===== config.mk =====
export PLATFORM = sky130hd
export DESIGN_NAME = ofdm_tx_frame_builder
export DESIGN_NICKNAME = d
export VERILOG_FILES = /design/src/rtl/ofdm_tx_pkg.sv /design/src/rtl/tx_preamble_rom.sv /design/src/rtl/ofdm_tx_frame_builder.sv
export SDC_FILE = /design/constraint.sdc
export NUM_CORES = 1
export LEC_CHECK = 0
export BUFFER_PORTS_ARGS = -buffer_cell sky130_fd_sc_hd__buf_2
export CAP_MARGIN = 40
export CELL_PAD_IN_SITES_DETAIL_PLACEMENT = 2
export CELL_PAD_IN_SITES_GLOBAL_PLACEMENT = 2
export CORE_ASPECT_RATIO = 1.4
export CORE_MARGIN = 2
export CORE_UTILIZATION = 35
export DETAILED_ROUTE_END_ITERATION = 7
export HOLD_SLACK_MARGIN = 0.08
export PLACE_DENSITY = 0.8
export SLEW_MARGIN = 20
export SYNTH_ARGS = -nofsm -noshare
export SYNTH_HDL_FRONTEND = slang
export SYNTH_SLANG_ARGS = --single-unit

===== constraint.sdc =====
create_clock -name Clk -period 3.8 [get_ports Clk]
set_input_delay 0.76 -clock Clk [delete_from_list [all_inputs] [get_ports Clk]]
set_output_delay 0.76 -clock Clk [all_outputs]
set_load 0.05 [all_outputs]

===== src/rtl/ofdm_tx_pkg.sv =====
// Shared constants for the OFDM TX frame builder: segment lengths, state encoding
// and the STS/LTS preamble tables (signed, same full scale as the data samples).
package ofdm_tx_pkg;

    localparam int DW       = 8;
    localparam int STS_LEN  = 16;
    localparam int STS_REPS = 10;
    localparam int LTS_GI   = 32;
    localparam int LTS_LEN  = 64;
    localparam int LTS_REPS = 2;
    localparam int IFS_LEN  = 16;

    localparam int STS_TOTAL = STS_LEN * STS_REPS;
    localparam int LTS_TOTAL = LTS_LEN * LTS_REPS;

    function automatic int max2(input int a, input int b);
        return (a > b) ? a : b;
    endfunction

    localparam int MAX_SEG = max2(max2(STS_TOTAL, LTS_GI), max2(LTS_TOTAL, IFS_LEN));
    localparam int CNT_W   = $clog2(MAX_SEG);
    localparam int STS_AW  = $clog2(STS_LEN);
    localparam int ROM_AW  = $clog2(LTS_LEN);

    typedef enum logic [2:0] {
        ST_IDLE   = 3'd0,
        ST_STS    = 3'd1,
        ST_LTS_GI = 3'd2,
        ST_LTS    = 3'd3,
        ST_DATA   = 3'd4,
        ST_IFS    = 3'd5
    } state_t;

    localparam int STS_I [STS_LEN] = '{
         32, -92,  -9, 100,  64, 100,  -9, -92,  32,   1, -55,  -9,   0,  -9, -55,   1
    };
    localparam int STS_Q [STS_LEN] = '{
         32,   1, -55,  -9,   0,  -9, -55,   1,  32, -92,  -9, 100,  64, 100,  -9, -92
    };

    localparam int LTS_I [LTS_LEN] = '{
         110,  -4,  28,  68,  15,  42, -80, -27,  69,  37,   1, -96,  17,  41, -15,  83,
          44, -90, -23, -56,  10, -49, -52,  48, -20, -44,  67, -29, -19,  82,  25, -40,
        -100,  40,   7, -30, -83, -66,  21, -12, -33,  24,-105,   1,  58, -64,  -4,  -3,
          60,   3, -26, -78,  49,  11, -52, -57,   1, -70,  -7,  43,  18,  14, -17,  35
    };
    localparam int LTS_Q [LTS_LEN] = '{
           0, -84, -78,  58,  20, -62, -39, -74, -18,   3, -81, -33, -41, -11, 113,  -3,
          43, -88, -70,   9, -41,  24, -57,  66,  24,  10,  31,-103, -51,  26,  -8,  41,
           0, -41,   8,  51, -25, -43, -36, -19, -90,  15, -12,  -8, -24,  88,  -8, -17,
          58, -31, -47, -12, -20,  65, -60,  46, -76, -41, -15,  -2,  59,  36,  38, -56
    };

endpackage


===== src/rtl/tx_preamble_rom.sv =====
// Synchronous-read preamble ROM; sel_sts picks the STS table, otherwise the LTS table.
module tx_preamble_rom
    import ofdm_tx_pkg::*;
(
    input  logic                     Clk,
    input  logic                     Rst_n,
    input  logic                     sel_sts,
    input  logic [ROM_AW-1:0]        addr,
    output logic signed [DW-1:0]     samp_re,
    output logic signed [DW-1:0]     samp_im
);

    always_ff @(posedge Clk or negedge Rst_n) begin
        if (!Rst_n) begin
            samp_re <= '0;
            samp_im <= '0;
        end else if (sel_sts) begin
            samp_re <= DW'(STS_I[addr[STS_AW-1:0]]);
            samp_im <= DW'(STS_Q[addr[STS_AW-1:0]]);
        end else begin
            samp_re <= DW'(LTS_I[addr]);
            samp_im <= DW'(LTS_Q[addr]);
        end
    end

endmodule


===== src/rtl/ofdm_tx_frame_builder.sv =====
// OFDM TX burst builder: STS, LTS guard + LTS symbols, caller data, inter-frame gap.
// state   | meaning
// IDLE    | waiting for din_vld to start a frame
// STS     | short training periods from ROM
// LTS_GI  | tail of the LTS symbol used as guard
// LTS     | full LTS symbols from ROM
// DATA    | din passed through, zeros with underrun when din_vld is low
// IFS     | zero samples with dout_vld high
module ofdm_tx_frame_builder
    import ofdm_tx_pkg::*;
(
    input  logic          Clk,
    input  logic          Rst_n,
    input  logic          din_vld,
    input  logic [DW-1:0] din_R,
    input  logic [DW-1:0] din_I,
    input  logic          din_last,
    output logic          din_rdy,
    output logic          dout_vld,
    output logic [DW-1:0] dout_R,
    output logic [DW-1:0] dout_I,
    output logic          dout_sof,
    output logic          dout_eof,
    output logic          underrun
);

    state_t               state;
    state_t               state_nxt;
    logic [CNT_W-1:0]     cnt;
    logic [CNT_W-1:0]     cnt_nxt;
    logic                 rom_sel_sts;
    logic [ROM_AW-1:0]    rom_addr;
    logic signed [DW-1:0] rom_re;
    logic signed [DW-1:0] rom_im;

    always_ff @(posedge Clk or negedge Rst_n) begin
        if (!Rst_n) begin
            state <= ST_IDLE;
            cnt   <= '0;
        end else begin
            state <= state_nxt;
            cnt   <= cnt_nxt;
        end
    end

    always_comb begin
        state_nxt = state;
        case (state)
            ST_IDLE:   if (din_vld) state_nxt = ST_STS;
            ST_STS:    if (cnt == CNT_W'(STS_TOTAL - 1)) state_nxt = ST_LTS_GI;
            ST_LTS_GI: if (cnt == CNT_W'(LTS_GI - 1)) state_nxt = ST_LTS;
            ST_LTS:    if (cnt == CNT_W'(LTS_TOTAL - 1)) state_nxt = ST_DATA;
            ST_DATA:   if (din_vld && din_last) state_nxt = (IFS_LEN == 0) ? ST_IDLE : ST_IFS;
            ST_IFS:    if (cnt == CNT_W'(IFS_LEN - 1)) state_nxt = ST_IDLE;
            default:   state_nxt = ST_IDLE;
        endcase

        // DATA has no length bound, so the counter is parked there instead of counting.
        if (state_nxt != state || state == ST_DATA || state == ST_IDLE)
            cnt_nxt = '0;
        else
            cnt_nxt = cnt + 1'b1;
    end

    // The ROM is addressed from next-state/next-count so its registered output
    // lines up with the state register one cycle later.
    always_comb begin
        rom_sel_sts = (state_nxt == ST_STS);
        rom_addr    = '0;
        case (state_nxt)
            ST_STS:    rom_addr = {{(ROM_AW - STS_AW){1'b0}}, cnt_nxt[STS_AW-1:0]};
            ST_LTS_GI: rom_addr = ROM_AW'(LTS_LEN - LTS_GI) + cnt_nxt[ROM_AW-1:0];
            ST_LTS:    rom_addr = cnt_nxt[ROM_AW-1:0];
            default:   rom_addr = '0;
        endcase
    end

    tx_preamble_rom u_rom (
        .Clk     (Clk),
        .Rst_n   (Rst_n),
        .sel_sts (rom_sel_sts),
        .addr    (rom_addr),
        .samp_re (rom_re),
        .samp_im (rom_im)
    );

    always_ff @(posedge Clk or negedge Rst_n) begin
        if (!Rst_n) begin
            din_rdy  <= 1'b0;
            dout_vld <= 1'b0;
            dout_R   <= '0;
            dout_I   <= '0;
            dout_sof <= 1'b0;
            dout_eof <= 1'b0;
            underrun <= 1'b0;
        end else begin
            din_rdy  <= (state_nxt == ST_DATA);
            dout_vld <= 1'b0;
            dout_R   <= '0;
            dout_I   <= '0;
            dout_sof <= 1'b0;
            dout_eof <= 1'b0;
            underrun <= 1'b0;
            case (state)
                ST_STS, ST_LTS_GI, ST_LTS: begin
                    dout_vld <= 1'b1;
                    dout_R   <= rom_re;
                    dout_I   <= rom_im;
                    dout_sof <= (state == ST_STS) && (cnt == '0);
                end
                ST_DATA: begin
                    dout_vld <= 1'b1;
                    if (din_vld) begin
                        dout_R   <= din_R;
                        dout_I   <= din_I;
                        dout_eof <= din_last;
                    end else begin
                        underrun <= 1'b1;
                    end
                end
                ST_IFS: dout_vld <= 1'b1;
                default: ;
            endcase
        end
    end

endmodule

==> reports/qor.txt <==
Dpl cell area: 4730 sq um
Part of the cycle the worst path needs: 0.941
Yosys warning total: 0
Post-synthesis average cell area: 7.58 sq um
Relative area change from synthesis to final layout: 16.0%
Met1 GRT Util: 0.412
Starting DRT DRC Count: 499
Initial core utilization: 0.360
Worst endpoint data arrival time: 3790 ps
Class of the most critical hold timing path: input port to asynchronous set/reset pin
Core ar.: 11800 sq um
TritonCTS clock tree: built
Global routing met3 resource utilization: 0.0302
Most frequent cells in the layout: sky130_fd_sc_hd__nand2_1, sky130_fd_sc_hd__dfrtp_1, sky130_fd_sc_hd__nor2_1
Main flop type after synthesis: sky130_fd_sc_hd__dfrtp_1
Detailed Place HPWL: 15.6 mm
Area share of the largest cell type after synthesis: 0.282
Maximum capacitance violations: 0
Proportion of register bits with asynchronous set or reset after synthesis: 1.00
Element type at the critical path end: flop
Chip height: 134 um
Largest net degree at the start of global routing: 50
Worst slew margin relative to its limit: 0.496
Worst hold slack across all endpoints: 398 ps
Clock tree sinks: 48
Power density cells: 228 nW/um^2
Fin. Hold Viols: 0
Max IR drop VDD: 0.205 mV
Total chip power: 1120 uW
Measured slew at the worst slew-check pin: 749 ps
Endpoints failing setup: 0
Critical Path Start Type: flop
Static leakage: 0.00219 uW
Fraction of the yosys area taken by sequential cells: 0.282
Fraction of final layout cells with drive strength greater than 1: 0.181
Post-synth top area cell: sky130_fd_sc_hd__dfrtp_1
Post-synthesis instance total: 561
Synth area leaders: sky130_fd_sc_hd__dfrtp_1, sky130_fd_sc_hd__nand2_1, sky130_fd_sc_hd__a21oi_1
Total length of routed wires: 21.5 mm
Average wire per standard cell: 29.4 um
Clock root buffer: sky130_fd_sc_hd__clkbuf_16
Flip-flop and latch count after synthesis: 48
Clock transition at the registers of the reported paths: 80 ps
Post-CTS setup buffer count: 0
Maximum fanout count along the critical path: 5
Most Crowded Layer GR: met2
Most common cell after layout, fill and taps aside: sky130_fd_sc_hd__nand2_1
Number of DRC violations after detailed routing: 0
M2 GR Usage: 0.564
Wire length of the first global-routing pass: 33.6 mm
Shortest clock period the worst path allows after layout: 3580 ps
Synth cell types: 71
Top-Level Pins: 41
Aggregate global-route resource usage: 0.332
Overflow after GRT: 0
Post_cts resized: 0
Setup TNS: 0 ps
Post-synthesis net count: 589
Cell area after layout: 4930 sq um
Skew final: 9.75 ps
Worst path required time: 4010 ps
Number of global-route vias before repair: 5321
Total die area: 13100 sq um
Layout net count: 612
Die X: 97.2 um
Overall via count from detail_route: 5025
Floorplan row count: 47
Clock buffer count from CTS: 5
Final Max Slew Viols: 0
Unrepaired setup endpoints after global routing: false
Port buffer count: 40
Pre-antenna DRT Iters: 7
Last weighted congestion value of the routability-driven placer: 0.988
Post-synth design cell area: 4250 sq um
Number of antenna violations at the first check in global routing: 1
Maximum number of buffers from clock root to sink: 2
CTS hold repair buffers: 0
Source-to-sink clock delay at the later pin of the worst-skew pair: 300 ps
Count of antenna-violating nets left after detailed routing: 0
Average vias per placed instance: 6.86
Path type of the worst setup path: flop to flop
H-tree level count: 2
EDFF count, synth: 0
Status: completed
F_max: 280 MHz
registers in the layout (all words and copies together), names as in the netlist:
| signal | count |
|---|---|
| underrun | 1 |
| cnt | 8 |
| dout_I | 8 |
| u_rom.samp_re | 8 |
| dout_eof | 1 |
| u_rom.samp_im | 8 |
| dout_vld | 1 |
| state | 3 |
| dout_R | 8 |
| dout_sof | 1 |
| din_rdy | 1 |
path summary, 6_finish.rpt:
| path | start | to | slack (ps) | depth (start not counted) |
|---|---|---|---|---|
| setup / recovery | cnt[0]$_DFF_PN0_ | u_rom.samp_im[6]$_DFF_PN0_ | 220 | 12 |
| hold / removal | Rst_n | cnt[4]$_DFF_PN0_ | 400 | 1 |
| setup reg to reg | cnt[0]$_DFF_PN0_ | u_rom.samp_im[6]$_DFF_PN0_ | 220 | 12 |
| hold reg to reg | u_rom.samp_im[1]$_DFF_PN0_ | dout_I[1]$_DFF_PN0_ | 480 | 1 |
| max in group asynchronous | Rst_n | dout_R[7]$_DFF_PN0_ | 2880 | 2 |
| min in group Clk | u_rom.samp_im[1]$_DFF_PN0_ | dout_I[1]$_DFF_PN0_ | 480 | 1 |
through the flow:
step,worst slack [ps],util,cells
floorplan,311,-,561
global placement,307,0.398,723
detailed placement,129,0.400,724
CTS,170,0.417,732
global route,62.6,0.417,732
finish,223,0.417,733
cell type report:
type / instances / area (sq um)
Fill cell: 1358 / 6890
Multi-Input combinational cell: 433 / 2750
Sequential cell: 48 / 1200
Timing Repair Buffer: 82 / 553
Tap cell: 147 / 184
Clock buffer: 5 / 125
Clock inverter: 3 / 68.8
Inverter: 14 / 52.6
Antenna cell: 1 / 2.50
synth_stat cells, types with 6 or more instances:
library cell and number:
sky130_fd_sc_hd__o21ai_0 37, sky130_fd_sc_hd__buf_2 14, sky130_fd_sc_hd__nand2_1 60, sky130_fd_sc_hd__a211oi_1 15, sky130_fd_sc_hd__nor2_1 47, sky130_fd_sc_hd__o211ai_1 18
sky130_fd_sc_hd__ha_1 8, sky130_fd_sc_hd__a21oi_1 40, sky130_fd_sc_hd__xnor2_1 7, sky130_fd_sc_hd__clkbuf_1 45, sky130_fd_sc_hd__nor3_1 17, sky130_fd_sc_hd__and3_1 11
sky130_fd_sc_hd__o221ai_1 6, sky130_fd_sc_hd__nand3_1 20, sky130_fd_sc_hd__a22o_1 17, sky130_fd_sc_hd__dfrtp_1 48, sky130_fd_sc_hd__a221oi_1 6, sky130_fd_sc_hd__mux2i_1 7
sky130_fd_sc_hd__o31ai_1 6, sky130_fd_sc_hd__o22ai_1 8, sky130_fd_sc_hd__inv_1 13, sky130_fd_sc_hd__a31oi_1 16
power by group:
part	total, uW	switching (uW)	leakage [uW]	internal (uW)
sequential	511	0	0.000621	511
combinational	24.2	15.3	0.00148	8.96
clock	589	209	0.0000944	380
total	1120	224	0.00219	899
cell families (layout without fill, tap and decap cells):
| family | after synthesis | in the layout | synth area share |
|---|---|---|---|
| simple gates | 187 | 187 | 0.215 |
| mux | 7 | 7 | 0.0165 |
| fa+ha+maj | 8 | 8 | 0.0235 |
| buf+inv | 80 | 104 | 0.0791 |
| compound gates | 219 | 219 | 0.359 |
| other cells | 0 | 1 | 0 |
| flops | 48 | 48 | 0.282 |
| xor+xnor | 12 | 12 | 0.0247 |
worst max-delay path: stages (launching register included):
cell and delay (ps):
sky130_fd_sc_hd__dfrtp_1 380, sky130_fd_sc_hd__ha_1 240, sky130_fd_sc_hd__and4_1 260, sky130_fd_sc_hd__a311o_1 420
sky130_fd_sc_hd__nor3_4 230, sky130_fd_sc_hd__nand2_1 180, sky130_fd_sc_hd__inv_1 200, sky130_fd_sc_hd__ha_1 370
sky130_fd_sc_hd__nor2_1 80, sky130_fd_sc_hd__a31oi_1 180, sky130_fd_sc_hd__a211oi_1 100, sky130_fd_sc_hd__o21ai_0 510
sky130_fd_sc_hd__a32o_1 350
routing by layer:
metal,part of all wire,vias up
li1,-,2163
met3,0.055,76
met2,0.49,242
met5,0,-
met4,0.064,0
met1,0.39,2544
No activity file was read; power rests on OpenSTA's default activity.
